File: config.mk
export PLATFORM = sky130hd
export DESIGN_NAME = uart_tx_arbiter
export DESIGN_NICKNAME = d
export VERILOG_FILES = /design/src/rtl/uart_tx_arbiter.sv
export SDC_FILE = /design/constraint.sdc
export NUM_CORES = 1
export LEC_CHECK = 0
export CAP_MARGIN = 20
export CELL_PAD_IN_SITES_DETAIL_PLACEMENT = 1
export CELL_PAD_IN_SITES_GLOBAL_PLACEMENT = 1
export CORE_MARGIN = 3
export CORE_UTILIZATION = 30
export CTS_CLUSTER_DIAMETER = 60
export DETAILED_ROUTE_END_ITERATION = 8
export PLACE_DENSITY_LB_ADDON = 0.1
export RECOVER_POWER = 25
export SLEW_MARGIN = 20
export SYNTH_ARGS = -nofsm -noshare
export SYNTH_HDL_FRONTEND = slang
export SYNTH_SLANG_ARGS = --single-unit
File: constraint.sdc
create_clock -name clk -period 2.15 [get_ports clk]
set_input_delay 0.3225 -clock clk [delete_from_list [all_inputs] [get_ports clk]]
set_output_delay 0.3225 -clock clk [all_outputs]
set_load 0.01 [all_outputs]
File: src/rtl/uart_tx_arbiter.sv
// Round-robin arbiter that shares one UART TX datapath between NUM_REQ byte producers.
// A grant is held until TX raises and drops busy, or until the busy-rise timeout abandons the frame.
module uart_tx_arbiter #(
    parameter int DATA_WIDTH   = 8,
    parameter int NUM_REQ      = 4,
    parameter int IDX_W        = 2,
    parameter int BUSY_TIMEOUT = 16
) (
    input  logic                          clk,
    input  logic                          rst,
    input  logic [NUM_REQ-1:0]            req_valid,
    input  logic [NUM_REQ*DATA_WIDTH-1:0] req_data,
    output logic [NUM_REQ-1:0]            req_ready,
    input  logic                          tx_busy,
    output logic [DATA_WIDTH-1:0]         tx_p_data,
    output logic                          tx_data_valid,
    output logic [IDX_W-1:0]              grant_id,
    output logic                          arb_busy,
    output logic                          timeout_err
);

    localparam int SW    = IDX_W + 1;
    localparam int NSLOT = 2**IDX_W;
    localparam int CW    = $clog2(BUSY_TIMEOUT + 1);

    typedef enum logic [1:0] {
        IDLE,
        LOAD,
        WAIT_RISE,
        WAIT_FALL
    } state_t;

    state_t           state;
    state_t           state_next;
    logic [IDX_W-1:0] ptr;
    logic [CW-1:0]    cnt;
    logic [NSLOT-1:0] valid_ext;
    logic             win_found;
    logic [IDX_W-1:0] win_idx;
    logic             capture;
    logic             cnt_clr;
    logic             cnt_inc;
    logic             timeout_set;

    // Index base+off reduced modulo NUM_REQ; off never exceeds NUM_REQ so one subtraction suffices.
    function automatic logic [IDX_W-1:0] rr_index(input logic [IDX_W-1:0] base, input int off);
        logic [SW-1:0] sum;
        sum = SW'(base) + SW'(off);
        if (sum >= SW'(NUM_REQ)) begin
            sum = sum - SW'(NUM_REQ);
        end
        return sum[IDX_W-1:0];
    endfunction

    assign valid_ext = NSLOT'(req_valid);

    always_comb begin
        win_found = 1'b0;
        win_idx   = '0;
        for (int off = 1; off <= NUM_REQ; off++) begin
            if (!win_found && valid_ext[rr_index(ptr, off)]) begin
                win_found = 1'b1;
                win_idx   = rr_index(ptr, off);
            end
        end
    end

    always_ff @(posedge clk or negedge rst) begin
        if (!rst) begin
            state <= IDLE;
        end else begin
            state <= state_next;
        end
    end

    always_comb begin
        state_next  = state;
        capture     = 1'b0;
        cnt_clr     = 1'b0;
        cnt_inc     = 1'b0;
        timeout_set = 1'b0;
        case (state)
            IDLE: begin
                if (win_found && !tx_busy) begin
                    capture    = 1'b1;
                    state_next = LOAD;
                end
            end
            LOAD: begin
                cnt_clr    = 1'b1;
                state_next = WAIT_RISE;
            end
            WAIT_RISE: begin
                if (tx_busy) begin
                    state_next = WAIT_FALL;
                end else if (cnt == CW'(BUSY_TIMEOUT - 1)) begin
                    // TX never picked the byte up: drop it and flag the loss.
                    timeout_set = 1'b1;
                    state_next  = IDLE;
                end else begin
                    cnt_inc = 1'b1;
                end
            end
            WAIT_FALL: begin
                if (!tx_busy) begin
                    state_next = IDLE;
                end
            end
            default: begin
                state_next = IDLE;
            end
        endcase
    end

    always_ff @(posedge clk or negedge rst) begin
        if (!rst) begin
            tx_p_data   <= '0;
            grant_id    <= '0;
            ptr         <= IDX_W'(NUM_REQ - 1);
            cnt         <= '0;
            timeout_err <= 1'b0;
        end else begin
            if (capture) begin
                tx_p_data <= req_data[win_idx*DATA_WIDTH +: DATA_WIDTH];
                grant_id  <= win_idx;
                ptr       <= win_idx;
            end
            if (cnt_clr) begin
                cnt <= '0;
            end else if (cnt_inc) begin
                cnt <= cnt + 1'b1;
            end
            if (timeout_set) begin
                timeout_err <= 1'b1;
            end
        end
    end

    assign tx_data_valid = (state == LOAD);
    assign arb_busy      = (state != IDLE);

    always_comb begin
        req_ready = '0;
        for (int i = 0; i < NUM_REQ; i++) begin
            req_ready[i] = (state == LOAD) && (grant_id == IDX_W'(i));
        end
    end

endmodule

=== After elaboration in Yosys (flattened, before gate mapping) ===
Cells that the tools add are included.

* Register bits after elaboration: 20
* Bits in latches: 0
* RAM bits: 0
* ROM bits: 0
* Input port bits: 39
* Output and inout port bits: 17
* Logic and storage cells: 87
* Memories: 0

* Add/subtract/negate cells: 9
* Multipliers: 0
* Divide/modulo/power cells: 0
* Order comparisons: 8
* Equality and inequality tests: 10
* Shift-type cells: 1
* Mux-type cells: 36
* Bitwise logic cells: 0
* Reductions and logical operators: 17

{| class="wikitable"
|+ Operators with widths
! cell !! count
|-
| 32-bit by 6-bit indexed part select with 8-bit output || 1
|-
| 2-bit 2-to-1 mux || 12
|-
| 1-bit 2-to-1 mux || 17
|-
| 3-bit >= comparator, second input constant || 4
|-
| 2-bit by 3-bit < comparator with 1-bit output, second input constant || 4
|-
| 5-bit 2-to-1 mux || 2
|-
| 1-bit binary-select mux with 2-bit select || 4
|-
| 2-bit == test, second input constant || 4
|-
| 1-bit logical AND || 8
|-
| 2-bit one-hot mux with 4 select lines || 1
|-
| 2-bit by 1-bit subtractor with 2-bit output, second input constant || 4
|-
| 2-bit by 2-bit adder with 3-bit output, second input constant || 2
|-
| 5-bit by 1-bit adder with 5-bit output, second input constant || 1
|-
| 5-bit by 4-bit == test with 1-bit output, second input constant || 1
|-
| 2-bit by 1-bit == test with 1-bit output, second input constant || 2
|-
| 1-bit logical NOT || 4
|-
| 2-bit logical NOT || 2
|-
| 2-bit != test, second input constant || 2
|-
| 2-bit nonzero test || 2
|-
| 2-bit by 1-bit adder with 3-bit output, second input constant || 1
|-
| 2-bit by 3-bit adder with 3-bit output, second input constant || 1
|-
| 3-bit != test, second input constant || 1
|-
| 3-bit AND reduction || 1
|}

=== Logic depth before layout (Yosys ltp) ===
* Depth in word-level cells: 18
* Mapped depth: 8
* Mapped depth without buffers: 8

=== Worst setup path after synthesis ===
OpenSTA, ideal clock, no wires.

* Kind: reg-to-reg
* From: register cnt[0]
* To: register cnt[3]
* Arrival: 1.617 ns
* Data required time: 2.067 ns
* Setup slack: 0.450 ns
* Stages on the path, launching flop included: 9
* Buffers on the path: 0
* Path through: dfrtp_1 > ha_1 > and3_1 > ha_1 > nor2_1 > nand4_1 > nor3_1 > a21oi_1 > o21ai_0

* Cells in the longest elaborated chain, start to end: 5
* Elaborated cells between the ends (all ways): 8

{| class="wikitable"
|+ RTL lines
! element !! RTL line !! text
|-
| start, declared || 36 || <nowiki>logic [CW-1:0] cnt;</nowiki>
|-
| start signal, assigned || 131 || <nowiki>cnt <= cnt + 1'b1;</nowiki>
|-
| branches (longest 5 deep; another with 5-bit by 1-bit adder with 5-bit output) || -- ||
|}

Parallel ways; which one is timed is not known. The select of a mux whose other input is x is not followed.
A chain may end at the register's enable or synchronous reset.

=== Worst setup path after layout ===
* From: register state[1]
* To: output req_ready[3]

* Cells in the longest elaborated chain, start to end: 2

{| class="wikitable"
|+ RTL lines
! element !! RTL line !! text
|-
| start, declared || 33 || <nowiki>state_t state;</nowiki>
|-
| start signal, assigned || 72 || <nowiki>state <= state_next;</nowiki>
|-
| 2-bit by 1-bit == test with 1-bit output || 145 || <nowiki>req_ready[i] = (state == LOAD) && (grant_id == IDX_W'(i));</nowiki>
|-
| 1-bit logical AND || 145 ||
|-
| end, declared || 13 || <nowiki>output logic [NUM_REQ-1:0] req_ready,</nowiki>
|}

No other way between the ends.

==> results.txt <==
----------------------------------------------------
[Power]
  Pleak ... between 0.8 and 0.9 nW
  Total power draw ... between 2 and 2.5 mW
  Max VDD drop ... between 0.3 and 0.4 mV
  Power density normalized to cell area ... around 1100 nW/um^2

[Die]
  Die Area ... between 5000 and 6000 sq um
  I/O pin count ... 56
  Number of core rows ... 23
  Height of the die ... 71.2 um
  Area of the placeable core ... between 4000 and 5000 sq um
  Initial Util ... between 30% and 40%
  X dimension of the die ... a little over 70 um

[Finish]
  Leading cell type in the layout, fill and taps excluded ... clkdlybuf4s50_1
  Layout cells sized above 1 ... approximately 13%
  Relative area change from synthesis to final layout ... 56.4%
  Most used cells in the layout excluding fill and tap cells ... clkdlybuf4s50_1, nand2_1, dfrtp_1, o21ai_0, nor2_1
  Core occupancy in the finished layout ... about 49%
  Antenna Cells ... 0
  Total number of nets in the final design ... 250

[Synthesis]
  Post-synthesis register bit count ... 20
  Number of enable-type register cells in the synthesized netlist ... 0
  Synthesized area divided by synthesized cell count ... 8.74 sq um
  Number of synthesis warnings ... 0
  Proportion of register bits with asynchronous set or reset after synthesis ... 100%
  Post-synth design cell area ... approximately 1300 sq um
  Net Count, Synth ... 187
  Most used flip-flop cell after synthesis ... dfrtp_1
  Fraction of the yosys area taken by sequential cells ... around two fifths
  Cell count after synthesis ... around 150
  Count of cell types in the netlist ... 36

[CTS]
  Largest buffer count on any clock path ... 2
  Clk_lat worst skew ... ~0.26 ns
  Setup bufs post-CTS ... 0
  Total number of clock tree sinks ... 20
  Number of H-tree levels ... 1
  Total clock buffers created by CTS ... 3
  TritonCTS clock tree ... done
  Root buffer selected by CTS ... clkbuf_8
  Clock transition at the registers of the reported paths ... 0.08 ns

[Critical path]
  Crit path arrival time ... roughly 1.7 ns
  Worst setup startpoint ... state[1]
  Capturing element type of the critical path ... output port
  Category of the worst setup path launch point ... flip-flop
  Setup Crit Path Kind ... reg2out
  Worst Path Required ... 1.83 ns
  Beginning of the worst register-to-register path ... cnt[0]
  Critical path peak fanout ... 7

[Detailed routing]
  Remaining DRCs ... 0
  Routed via count divided by cell count ... between 5 and 6
  Routed length on met2 ... 1.95 mm
  Total Routed Length ... about 4.1 mm
  TritonRoute pass-1 iters ... 4
  Top Metal Used ... met4
  Detail Route met3 WL ... between 200 and 250 um
  Final ANT Viol Nets ... 0
  Routed wirelength normalized by instance count ... approximately 16 um
  Number of DRC markers in iteration 0 ... 31
  Vias post-DR ... roughly 1300
  Total routed wire length on the met1 layer ... 1.86 mm

[STA]
  Remaining max-slew budget at the tightest pin ... 22.8%
  RSZ-0062 raised after global routing ... no
  Slew @ Worst Pin ... approximately 1.2 ns
  Final Hold Violating Endpoints ... 0
  Finish-stage setup viols ... 0
  Post-route fraction of the period consumed by the critical path ... approximately 94%
  Fin crit period ... between 2 and 2.5 ns
  Number of pins with negative max-slew slack in the final report ... 0
  Hold WS ... around 0.48 ns
  Max Freq ... ~0.50 GHz
  PnR worst setup slack ... 0.132 ns
  Skew final ... around 0.0046 ns
  Sum of negative setup slack ... 0 ns

[Min path]
  Start point of the worst min-delay path ... timeout_err
  Worst Hold Class ... reg2reg

[Placement]
  IO Port Bufs ... 55
  Minimum setup slack after placement ... between 0.05 and 0.06 ns
  Sum of net half-perimeters after detailed placement ... ~3.2 mm
  Placer congestion estimate ... 0.815

[Global route]
  Global route overflow ... 0
  Largest net degree at the start of global routing ... 21
  Overall fraction of global-route tracks in use ... between 10% and 20%
  Number of global-route vias before repair ... roughly 1400
  Global-route wire length before repair ... 6.82 mm
  Antenna violations before repair ... 0

[Run]
  Max-cap check violation count ... 0

[Run status]
  Status ... completed

----------------------------------------------------
-- stage by stage --
step / instances / area [sq um]
3_5_place_dp: 254 / 1920
5_1_grt: 258 / 2000
3_3_place_gp: 254 / 1920
4_1_cts: 258 / 1990
6_report: 258 / 2000
2_1_floorplan: 146 / 1280
-- power by group --
part	internal [mW]	total (mW)	leakage, nW	switching (mW)
combinational	0.556	1.07	0.567	0.509
sequential	0.534	0.681	0.251	0.147
clock	0.249	0.385	0.0357	0.136
total	1.34	2.13	0.854	0.793
-- synthesized netlist by cell type, types with 2 or more instances --
library cell / count / share of area, %
nand2_1: 23 / 6.8
dfrtp_1: 18 / 35
o21ai_0: 13 / 5.1
nor2_1: 10 / 2.9
mux2i_1: 9 / 7.1
a21boi_0: 8 / 4.7
a21oi_1: 8 / 3.1
and3_1: 8 / 3.9
o211ai_1: 8 / 4.7
clkbuf_1: 3 / 0.88
inv_1: 3 / 0.88
nor3_1: 3 / 1.2
a21boi_1: 2 / 1.2
and3_2: 2 / 1.2
dfstp_2: 2 / 4.1
ha_1: 2 / 2.0
nand3b_1: 2 / 1.2
nor2b_1: 2 / 0.98
nor4_1: 2 / 0.98
o21ai_1: 2 / 0.78
-- flip-flops by register name, summed over array words and instances, names as in the netlist --
name and cells:
cnt 5, state 2, tx_p_data 8, grant_id 2, ptr 2, timeout_err 1
-- kinds of logic (layout without fill, tap and decap cells) --
kind of cell,Yosys count,count (layout),share of synthesized area (%)
mux,9,9,7.06
flops,20,20,39.4
compound gates,47,47,24.2
simple gates,59,59,23.0
buf+inv,9,71,4.31
fa+ha+maj,2,2,1.96
-- final timing paths --
check | end | slack (ns) | depth (start not counted)
setup / recovery | req_ready[3] | 0.13 | 5
hold / removal | timeout_err | 0.48 | 1
setup reg to reg | cnt[3] | 0.23 | 8
hold reg to reg | timeout_err | 0.48 | 1
max in group asynchronous | tx_p_data[2] | 0.66 | 2
min in group asynchronous | state[1] | 0.80 | 2
-- routing by layer --
layer / vias up / track usage (%)
met5: - / 0
met4: 0 / 4.80
met3: 7 / 3.65
li1: 653 / -
met1: 644 / 21.9
met2: 45 / 27.9
-- area by class of cell --
| class | instances | area (sq um) |
|---|---|---|
| Tap cell | 50 | 62.6 |
| Fill cell | 473 | 2060 |
| Clock inverter | 1 | 30.0 |
| Clock buffer | 3 | 41.3 |
| Sequential cell | 20 | 503 |
| Timing Repair Buffer | 64 | 614 |
| Multi-Input combinational cell | 117 | 733 |
| Inverter | 3 | 11.3 |
-- critical path: stages, from the launching register on --
cell and delay [ns]:
dfrtp_1 0.39, inv_2 0.12, nand2_2 0.11, inv_1 0.11
and3_1 0.17, clkdlybuf4s50_1 0.54
-- what timing repair did --
action,CTS,global route
hold buffers,0,0
gates resized for setup,0,3
endpoints found under the setup margin,0,4
(Power assumes the default switching activity.)
